File: src/rtl/fc_layer_ctrl_if.sv
// Bundle of fc_layer_ctrl control, RAM, datapath and result-stream signals.
// master = controller side, slave = environment (RAMs, MAC, result sink).
interface fc_layer_ctrl_if;
  logic        go;
  logic [9:0]  in_len;
  logic [9:0]  out_len;
  logic        busy;
  logic        done;
  logic        err;
  logic        act_rd;
  logic [9:0]  act_addr;
  logic [7:0]  act_data;
  logic        w_rd;
  logic [19:0] w_addr;
  logic [23:0] w_data;
  logic        start;
  logic [7:0]  vec1;
  logic [23:0] vec2;
  logic        o_valid;
  logic [56:0] o;
  logic        res_valid;
  logic [9:0]  res_idx;
  logic [56:0] res_data;
  logic        res_ready;

  modport master (
    input  go, in_len, out_len, act_data, w_data, o_valid, o, res_ready,
    output busy, done, err, act_rd, act_addr, w_rd, w_addr,
           start, vec1, vec2, res_valid, res_idx, res_data
  );

  modport slave (
    output go, in_len, out_len, act_data, w_data, o_valid, o, res_ready,
    input  busy, done, err, act_rd, act_addr, w_rd, w_addr,
           start, vec1, vec2, res_valid, res_idx, res_data
  );
endinterface

File: src/rtl/fc_layer_ctrl.sv
// Fully-connected layer sequencer: streams activation/weight pairs to a MAC per neuron
// and returns one result per neuron. Optional WAIT watchdog: FC_CTRL_WATCHDOG_EN.
module fc_layer_ctrl (
  input  logic           clk,
  input  logic           reset,
  fc_layer_ctrl_if.master bus
);
  localparam int STAGES = 1;

  typedef enum logic [2:0] {IDLE, FEED, WAIT, OUT, DONE} state_t;
  state_t state, state_nxt;

  logic [9:0]        len_in, len_out, n, i;
  logic [19:0]       wptr;
  logic [STAGES:0]   vld_pipe;
  logic [7:0]        vec1_q;
  logic [23:0]       vec2_q;
  logic [56:0]       res_q;
  logic              go_ok, go_nil, feed_last, hs, more, wd_trip;

  assign go_ok     = (state == IDLE) && bus.go && (bus.in_len != '0) && (bus.out_len != '0);
  assign go_nil    = (state == IDLE) && bus.go && !((bus.in_len != '0) && (bus.out_len != '0));
  assign feed_last = (state == FEED) && (i == len_in - 10'd1);
  assign hs        = (state == OUT) && bus.res_ready;
  assign more      = n < (len_out - 10'd1);

  always_ff @(posedge clk or posedge reset) begin
    if (reset) state <= IDLE;
    else       state <= state_nxt;
  end

  always_comb begin
    state_nxt = state;
    case (state)
      IDLE: if (go_ok) state_nxt = FEED;
            else if (go_nil) state_nxt = DONE;
      FEED: if (feed_last) state_nxt = WAIT;
      WAIT: if (bus.o_valid) state_nxt = OUT;
            else if (wd_trip) state_nxt = DONE;
      OUT:  if (hs) state_nxt = more ? FEED : DONE;
      DONE: state_nxt = IDLE;
      default: state_nxt = IDLE;
    endcase
  end

  // Weight pointer runs across neurons; only an accepted go rewinds it.
  always_ff @(posedge clk or posedge reset) begin
    if (reset) begin
      len_in  <= '0;
      len_out <= '0;
      n       <= '0;
      i       <= '0;
      wptr    <= '0;
      res_q   <= '0;
    end else begin
      if (go_ok) begin
        len_in  <= bus.in_len;
        len_out <= bus.out_len;
        n       <= '0;
        i       <= '0;
        wptr    <= '0;
      end
      if (state == FEED) begin
        wptr <= wptr + 20'd1;
        i    <= feed_last ? 10'd0 : i + 10'd1;
      end
      if (hs && more) n <= n + 10'd1;
      if ((state == WAIT) && bus.o_valid) res_q <= bus.o;
    end
  end

  // Stage 0: RAM data returning; stage 1: registered operands presented with start.
  always_ff @(posedge clk or posedge reset) begin
    if (reset) begin
      vld_pipe <= '0;
      vec1_q   <= '0;
      vec2_q   <= '0;
    end else begin
      vld_pipe <= {vld_pipe[STAGES-1:0], state == FEED};
      vec1_q   <= vld_pipe[0] ? bus.act_data : 8'd0;
      vec2_q   <= vld_pipe[0] ? bus.w_data   : 24'd0;
    end
  end

`ifdef FC_CTRL_WATCHDOG_EN
  logic [9:0] wd_cnt;
  logic       err_q;

  assign wd_trip = (state == WAIT) && !bus.o_valid && (wd_cnt == 10'h3FF);

  always_ff @(posedge clk or posedge reset) begin
    if (reset) begin
      wd_cnt <= '0;
      err_q  <= 1'b0;
    end else begin
      wd_cnt <= ((state == WAIT) && !bus.o_valid) ? wd_cnt + 10'd1 : 10'd0;
      if (go_ok)        err_q <= 1'b0;
      else if (wd_trip) err_q <= 1'b1;
    end
  end

  assign bus.err = err_q;
`else
  assign wd_trip = 1'b0;
  assign bus.err = 1'b0;
`endif

  assign bus.busy      = (state != IDLE);
  assign bus.done      = (state == DONE);
  assign bus.act_rd    = (state == FEED);
  assign bus.w_rd      = (state == FEED);
  assign bus.act_addr  = i;
  assign bus.w_addr    = wptr;
  assign bus.start     = vld_pipe[STAGES];
  assign bus.vec1      = vec1_q;
  assign bus.vec2      = vec2_q;
  assign bus.res_valid = (state == OUT);
  assign bus.res_idx   = n;
  assign bus.res_data  = res_q;
endmodule

File: src/flat_wrapper.sv
// flat-port wrapper written by rule: the top's interface ports become plain ports
module fc_layer_ctrl_flat 
  (clk, reset, bus_go, bus_in_len, bus_out_len, bus_act_data, bus_w_data, bus_o_valid, bus_o, bus_res_ready, bus_busy, bus_done, bus_err, bus_act_rd, bus_act_addr, bus_w_rd, bus_w_addr, bus_start, bus_vec1, bus_vec2, bus_res_valid, bus_res_idx, bus_res_data);
  fc_layer_ctrl_if bus_i ();
  input  logic clk;
  input  logic reset;
  input wire logic [$bits(bus_i.go)-1:0] bus_go;
  input wire logic [$bits(bus_i.in_len)-1:0] bus_in_len;
  input wire logic [$bits(bus_i.out_len)-1:0] bus_out_len;
  input wire logic [$bits(bus_i.act_data)-1:0] bus_act_data;
  input wire logic [$bits(bus_i.w_data)-1:0] bus_w_data;
  input wire logic [$bits(bus_i.o_valid)-1:0] bus_o_valid;
  input wire logic [$bits(bus_i.o)-1:0] bus_o;
  input wire logic [$bits(bus_i.res_ready)-1:0] bus_res_ready;
  output wire logic [$bits(bus_i.busy)-1:0] bus_busy;
  output wire logic [$bits(bus_i.done)-1:0] bus_done;
  output wire logic [$bits(bus_i.err)-1:0] bus_err;
  output wire logic [$bits(bus_i.act_rd)-1:0] bus_act_rd;
  output wire logic [$bits(bus_i.act_addr)-1:0] bus_act_addr;
  output wire logic [$bits(bus_i.w_rd)-1:0] bus_w_rd;
  output wire logic [$bits(bus_i.w_addr)-1:0] bus_w_addr;
  output wire logic [$bits(bus_i.start)-1:0] bus_start;
  output wire logic [$bits(bus_i.vec1)-1:0] bus_vec1;
  output wire logic [$bits(bus_i.vec2)-1:0] bus_vec2;
  output wire logic [$bits(bus_i.res_valid)-1:0] bus_res_valid;
  output wire logic [$bits(bus_i.res_idx)-1:0] bus_res_idx;
  output wire logic [$bits(bus_i.res_data)-1:0] bus_res_data;
  assign bus_i.go = bus_go;
  assign bus_i.in_len = bus_in_len;
  assign bus_i.out_len = bus_out_len;
  assign bus_i.act_data = bus_act_data;
  assign bus_i.w_data = bus_w_data;
  assign bus_i.o_valid = bus_o_valid;
  assign bus_i.o = bus_o;
  assign bus_i.res_ready = bus_res_ready;
  assign bus_busy = bus_i.busy;
  assign bus_done = bus_i.done;
  assign bus_err = bus_i.err;
  assign bus_act_rd = bus_i.act_rd;
  assign bus_act_addr = bus_i.act_addr;
  assign bus_w_rd = bus_i.w_rd;
  assign bus_w_addr = bus_i.w_addr;
  assign bus_start = bus_i.start;
  assign bus_vec1 = bus_i.vec1;
  assign bus_vec2 = bus_i.vec2;
  assign bus_res_valid = bus_i.res_valid;
  assign bus_res_idx = bus_i.res_idx;
  assign bus_res_data = bus_i.res_data;
  fc_layer_ctrl u_core (.clk(clk), .reset(reset), .bus(bus_i));
endmodule
File: config.mk
export PLATFORM = sky130hd
export DESIGN_NAME = fc_layer_ctrl_flat
export DESIGN_NICKNAME = d
export VERILOG_FILES = /design/src/rtl/fc_layer_ctrl_if.sv /design/src/rtl/fc_layer_ctrl.sv /design/src/flat_wrapper.sv
export SDC_FILE = /design/constraint.sdc
export NUM_CORES = 1
export LEC_CHECK = 0
export ABC_AREA = 1
export ABC_CLOCK_PERIOD_IN_PS = 8290
export BUFFER_PORTS_ARGS = -buffer_cell sky130_fd_sc_hd__buf_2
export CORE_ASPECT_RATIO = 1.4
export CORE_MARGIN = 1
export CORE_UTILIZATION = 51
export DETAILED_ROUTE_END_ITERATION = 6
export PLACE_DENSITY = 0.83
export SETUP_SLACK_MARGIN = 0.15
export SYNTH_ARGS = -nofsm -noshare
export SYNTH_HDL_FRONTEND = slang
export SYNTH_SLANG_ARGS = --single-unit
File: constraint.sdc
create_clock -name clk -period 8.29 [get_ports clk]
set_input_delay 2.487 -clock clk [delete_from_list [all_inputs] [get_ports clk]]
set_output_delay 2.487 -clock clk [all_outputs]
set_load 0.05 [all_outputs]
Word-level counts from Yosys, hierarchy flattened. Cells that the tools add are included.

Memories: 0. Bits in latches: 0. Memory bits (writable): 0. Input bits: 114. Bits in registers: 154. Memory bits (read-only): 0. Output and inout bits: 136.

$mul: 0. Reduce and logical (&&, ||, !) cells: 17. Add/subtract/negate cells: 5. Divide/modulo/power cells: 0. Eq/ne operators: 9. Multiplexer cells: 15. Shifts and indexed selects: 0. $lt $le $gt $ge: 1. Bitwise logic cells: 0.

Operators by type and width (number): $mux 10 (4); $mux 20 (2); $mux 24 (1); $add 10x1->10 const B (2); $add 20x1->20 const B (1); $reduce_bool 10->1 (2); $sub 10x1->10 const B (2); $mux 3 (6); $pmux 3 s4 (1); $eq 10x10->1 (1); $lt 10x10->1 (1); $logic_and 1x1->1 (9); $mux 8 (1); $eq 3x2->1 const B (2); $ne 2x1->1 const B (2); $reduce_and 4->1 (1); $reduce_bool 2->1 (2); $eq 3x1->1 const B (1); $eq 3x3->1 const B (1); $logic_not 3->1 (1); $ne 3x1->1 const B (1); $reduce_bool 3->1 (1); $ne 2x2->1 const B (1); $logic_not 1->1 (1).

Depth between registers and ports, before layout.
Depth in word-level cells: 7. Gate-level depth with buffers: 17. Mapped depth without buffers: 16.

Least setup slack after synthesis. Ideal clock, no wire load.

Path type: register to output. Start point: register u_core.state[1]. End point: output port bus_w_rd. Setup slack: 4.060 ns. Arrival time: 1.743 ns. Stages on the path, launching flop included: 4. Data required time: 5.803 ns. Cells stage by stage: dfrtp_1 nor3_4 clkbuf_1 buf_4.

Word-level cells in the longest chain between the ends: 1.

RTL lines: from (decl) (line fc_layer_ctrl.sv:11) `state_t state, state_nxt;`; from (signal assigned) (line fc_layer_ctrl.sv:29) `else state <= state_nxt;`; $eq 3x1->1; to (decl) (line flat_wrapper.sv:20) `output wire logic [$bits(bus_i.w_rd)-1:0] bus_w_rd;`.

Every way passes these cells.

Final worst setup path.
Start point: input port bus_in_len[5]. End point: register u_core.state[2].

Word-level cells in the longest chain between the ends: 6.

RTL lines: from (decl) (line flat_wrapper.sv:8) `input wire logic [$bits(bus_i.in_len)-1:0] bus_in_len;`; $reduce_bool 10->1 * (line fc_layer_ctrl.sv:21, fc_layer_ctrl.sv:22); $logic_and 1x1->1 (line fc_layer_ctrl.sv:22) `assign go_nil = (state == IDLE) && bus.go && !((bus.in_len != '0) && (bus.out_len != '0));`; $logic_not 1->1 (line fc_layer_ctrl.sv:22); $logic_and 1x1->1 (line fc_layer_ctrl.sv:22); $ne 3x1->1 (no source line); $reduce_and 4->1 (no source line).

Mark *: on every way between the ends. The rest lies on a longest branch, timed or not. A chain may end at the register's enable or synchronous reset.

==> results.toml <==
[status]
status = "complete, no violations"

[power_and_ir_drop]
combinationalPowerShare_pct = 49.7
sequentialPowerShare_pct = 31.0
vdd.ir_drop.worst_v = 0.000211
static-leakage-power_nw = 5.22
switching_fraction_pct = 50.3
internal-power_mw = 2.06
power.switching_mw = 2.08
power_mw = 4.14
power.clock.fraction_pct = 19.3
powerDensity_nw_per_um2 = 448

[synthesis]
ys_warn_count = 0
synthCells = 756
yosys-top-cells-area = "sky130_fd_sc_hd__dfrtp_1 53%, sky130_fd_sc_hd__nand2_1 9.4%, sky130_fd_sc_hd__mux2_4 6.2%"
seq_area_frac_synth_pct = 53.1
simple_gate_share_of_the_synthesized_area_pct = 19.0
flip_flop_and_latch_count_after_synthesis = 154
yosys.cell_types.count = 41
synthesis.nets = 884
synthXorXnorAreaFrac_pct = 3.14
combinational_family_with_the_most_area_after_synthesis = "simple AND/OR/NAND/NOR gates"
synth_async_sr_flop_share_pct = 100
number_of_flops_mapped_to_enable_cells_by_yosys = 0
compound_gate_portion_of_the_synthesized_area_pct = 4.85
synth_mux_area_share_pct = 10.7
post-synth-top-count-cell = "sky130_fd_sc_hd__nand2_1"
yosysTopAreaCell = "sky130_fd_sc_hd__dfrtp_1"
synthesis.area_per_instance_um2 = 9.60
syn-cell-area_um2 = 7260
synth_commonest_cells = "181 x sky130_fd_sc_hd__nand2_1, 154 x sky130_fd_sc_hd__dfrtp_1, 90 x sky130_fd_sc_hd__inv_1, 58 x sky130_fd_sc_hd__nor2_1, 44 x sky130_fd_sc_hd__nand3_1"
synth_ff_type = "sky130_fd_sc_hd__dfrtp_1"
synth_largest_type_area_fraction_pct = 53.1
synth-adder-area-share_pct = 2.41

[critical_path]
internal_reg_to_reg_setup_slack_ns = 5.28
timing.reg2reg.worst_path_depth = 14
last_element_of_the_critical_path = "u_core.state[2]"
critPathLaunch = "bus_in_len[5]"
critical_path.max_fanout = 31
cp_cell_sequence = "buf_2 -> or2_1 -> nor2_1 -> nand3_1 -> nand3_2 -> inv_1 -> o21ai_0 -> inv_1 -> nor2_1"
worst_flop_to_flop_path_startpoint = "u_core.len_out[2]"
critical_path_required_ns = 8.65
worst_r2r_endpoint = "u_core.bus.res_idx[5]"
timing.critical_path.arrival_ns = 4.57
slowest_stage = "sky130_fd_sc_hd__inv_1"
critical_path_start_end_classification = "in2reg"
maximum_single_stage_delay_on_the_critical_path_ns = 0.55
timing.critical_path.from_type = "primary input"
cp-end-kind = "flop"

[sta]
achievable-frequency_mhz = 237
timing.slew.headroom_pct = 31.0
slew_viol_final = 0
layout_worst_path_cycle_share_pct = 50.8
clock-skew-final_ns = 0.00875
setup_violations = 0
period_minus_slack_ns = 4.21
final_hold_viols = 0
worst-slew-pin-transition_ns = 1.04
worst_hold_slack_ns = 0.503
setup-tns-final_ns = 0
grt_setup_unrepaired = "false"

[floorplan]
io-pin-count = 250
rows = 51
chipWidth_um = 103
die_area_um2 = 14700
floorplan_die_height_um = 143
core_um2 = 13900
initial_utilization_pct = 52.2

[grt]
first_global_vias = 5906
grt_start_max_net_pins = 85
total_routing_usage_reported_by_global_routing_pct = 26.2
wire_length_of_the_first_global_routing_pass_um = 28600
antenna_found_initial = 1
grt_overflow_total = 0

[finish]
layout.nets = 1133
layout.core_utilization_pct = 66.4
syn2layout_area_growth_pct = 27.3
layout-drive-gt1-share_pct = 35.5

[placement]
gp_routability_congestion = 0.914
port_buffers = 248
dpl.hpwl_um = 13900

[cts]
tritoncts = "built"
clk_path_buf_depth = 2
postCtsSetupBuffers = 0
cts.root.buffer_cell = "sky130_fd_sc_hd__clkbuf_16"
cts.repair.resized = 0
clock_sinks = 154
htree_num_levels = 4
postCtsHoldBufs = 0
insertion_delay_ns = 0.43
cts_inserted_buffers = 17
cts.clk_slew.worst_paths_ns = 0.07

[detailed_routing]
route.vias.total = 6050
viasPerCell = 5.02
drt.antenna.violating_nets = 0
routed_wire_length_per_instance_um = 15.6
wirelength_um = 18800
drc_errors = 0
drt_pre_antenna_iters = 5
drt_first_iter_violations = 217

[min_path]
min-delay-path-class = "reg2reg"
min-delay-start = "u_core.bus.res_data[56]"

[job]
max_cap_viol_count = 0
worst max-delay path, delay by kind of cell:
kind                   cells  cell delay (ns)
AND/OR/NAND/NOR            5             1.02
buffers and inverters      3             0.72
AO/OA/AOI/OAI              1             0.33
layout by cell type (no fill, tap or decap), types with 5 or more instances in the layout:
cell type,Yosys,layout
sky130_fd_sc_hd__a21oi_1,10,10
sky130_fd_sc_hd__inv_1,90,89
sky130_fd_sc_hd__mux2_2,27,27
sky130_fd_sc_hd__nor2_1,58,58
sky130_fd_sc_hd__o21ai_1,8,8
sky130_fd_sc_hd__inv_2,5,5
sky130_fd_sc_hd__clkbuf_16,0,17
sky130_fd_sc_hd__buf_2,6,248
sky130_fd_sc_hd__o22ai_1,5,5
sky130_fd_sc_hd__xor2_1,24,24
sky130_fd_sc_hd__mux2_4,30,30
sky130_fd_sc_hd__ha_1,14,14
sky130_fd_sc_hd__inv_6,0,7
sky130_fd_sc_hd__nand3_1,44,44
sky130_fd_sc_hd__o21ai_0,34,34
sky130_fd_sc_hd__nor3_1,8,8
sky130_fd_sc_hd__dfrtp_1,154,154
sky130_fd_sc_hd__nand4_1,11,11
sky130_fd_sc_hd__nand2_1,181,181
layout make-up:
cell class                 instances  area [µm²]
sequential                       154        3850
clock inverter                    14         173
inverter                          95         362
timing repair buffer             251        1260
antenna                            1        2.50
tap                              185         231
multi-input combinational        486        2910
clock buffer                      18         439
fill                            1118        4670
sequential cells by signal, summed over array words and instances, names as in the netlist:
| name | flops |
|---|---|
| u_core.bus.act_addr | 10 |
| u_core.bus.res_data | 57 |
| u_core.bus.res_idx | 10 |
| u_core.bus.vec1 | 8 |
| u_core.bus.vec2 | 24 |
| u_core.bus.w_addr | 20 |
| u_core.len_in | 10 |
| u_core.len_out | 10 |
| u_core.state | 3 |
| u_core.vld_pipe | 2 |
per-layer routing:
metal	wire, µm	track usage (%)
met1	7060	27.8
met2	10200	47.0
met3	997	7.00
met4	616	12.8
met5	0	0
metrics by stage:
step                      instance area, µm²  std cells  setup WS (ns)
after global routing                    9240       1204           3.80
after floorplan                         7260        756           1.65
after detailed placement                8620       1171           3.62
after global placement                  8620       1171           3.72
after CTS                               9240       1203           4.06
final                                   9240       1204           4.08
worst min path at each step:
stage / endpoint / slack, ns / cells after the start
floorplan: u_core.vld_pipe[1] / 0.43 / 0
global placement: u_core.bus.res_data[50] / 0.48 / 1
detailed placement: u_core.bus.res_data[50] / 0.49 / 1
CTS: u_core.bus.res_data[50] / 0.50 / 1
global route: u_core.bus.res_data[39] / 0.52 / 1
finish: u_core.bus.res_data[56] / 0.50 / 1
power by group through the flow:
stage | Combinational, mW | Clock [mW] | Sequential [mW]
floorplan | 0.801 | 0 | 2.05
global placement | 2.02 | 0 | 1.27
detailed placement | 2.06 | 0 | 1.29
CTS | 2.07 | 0.803 | 1.28
global route | 2.21 | 0.832 | 1.32
finish | 2.05 | 0.796 | 1.28
cell families after synthesis:
group / Yosys count
compound gates: 65
xor+xnor: 26
fa+ha+maj: 14
buf+inv: 116
flops: 154
mux: 59
other cells: 1
simple gates: 321
(Power assumes the default switching activity.)
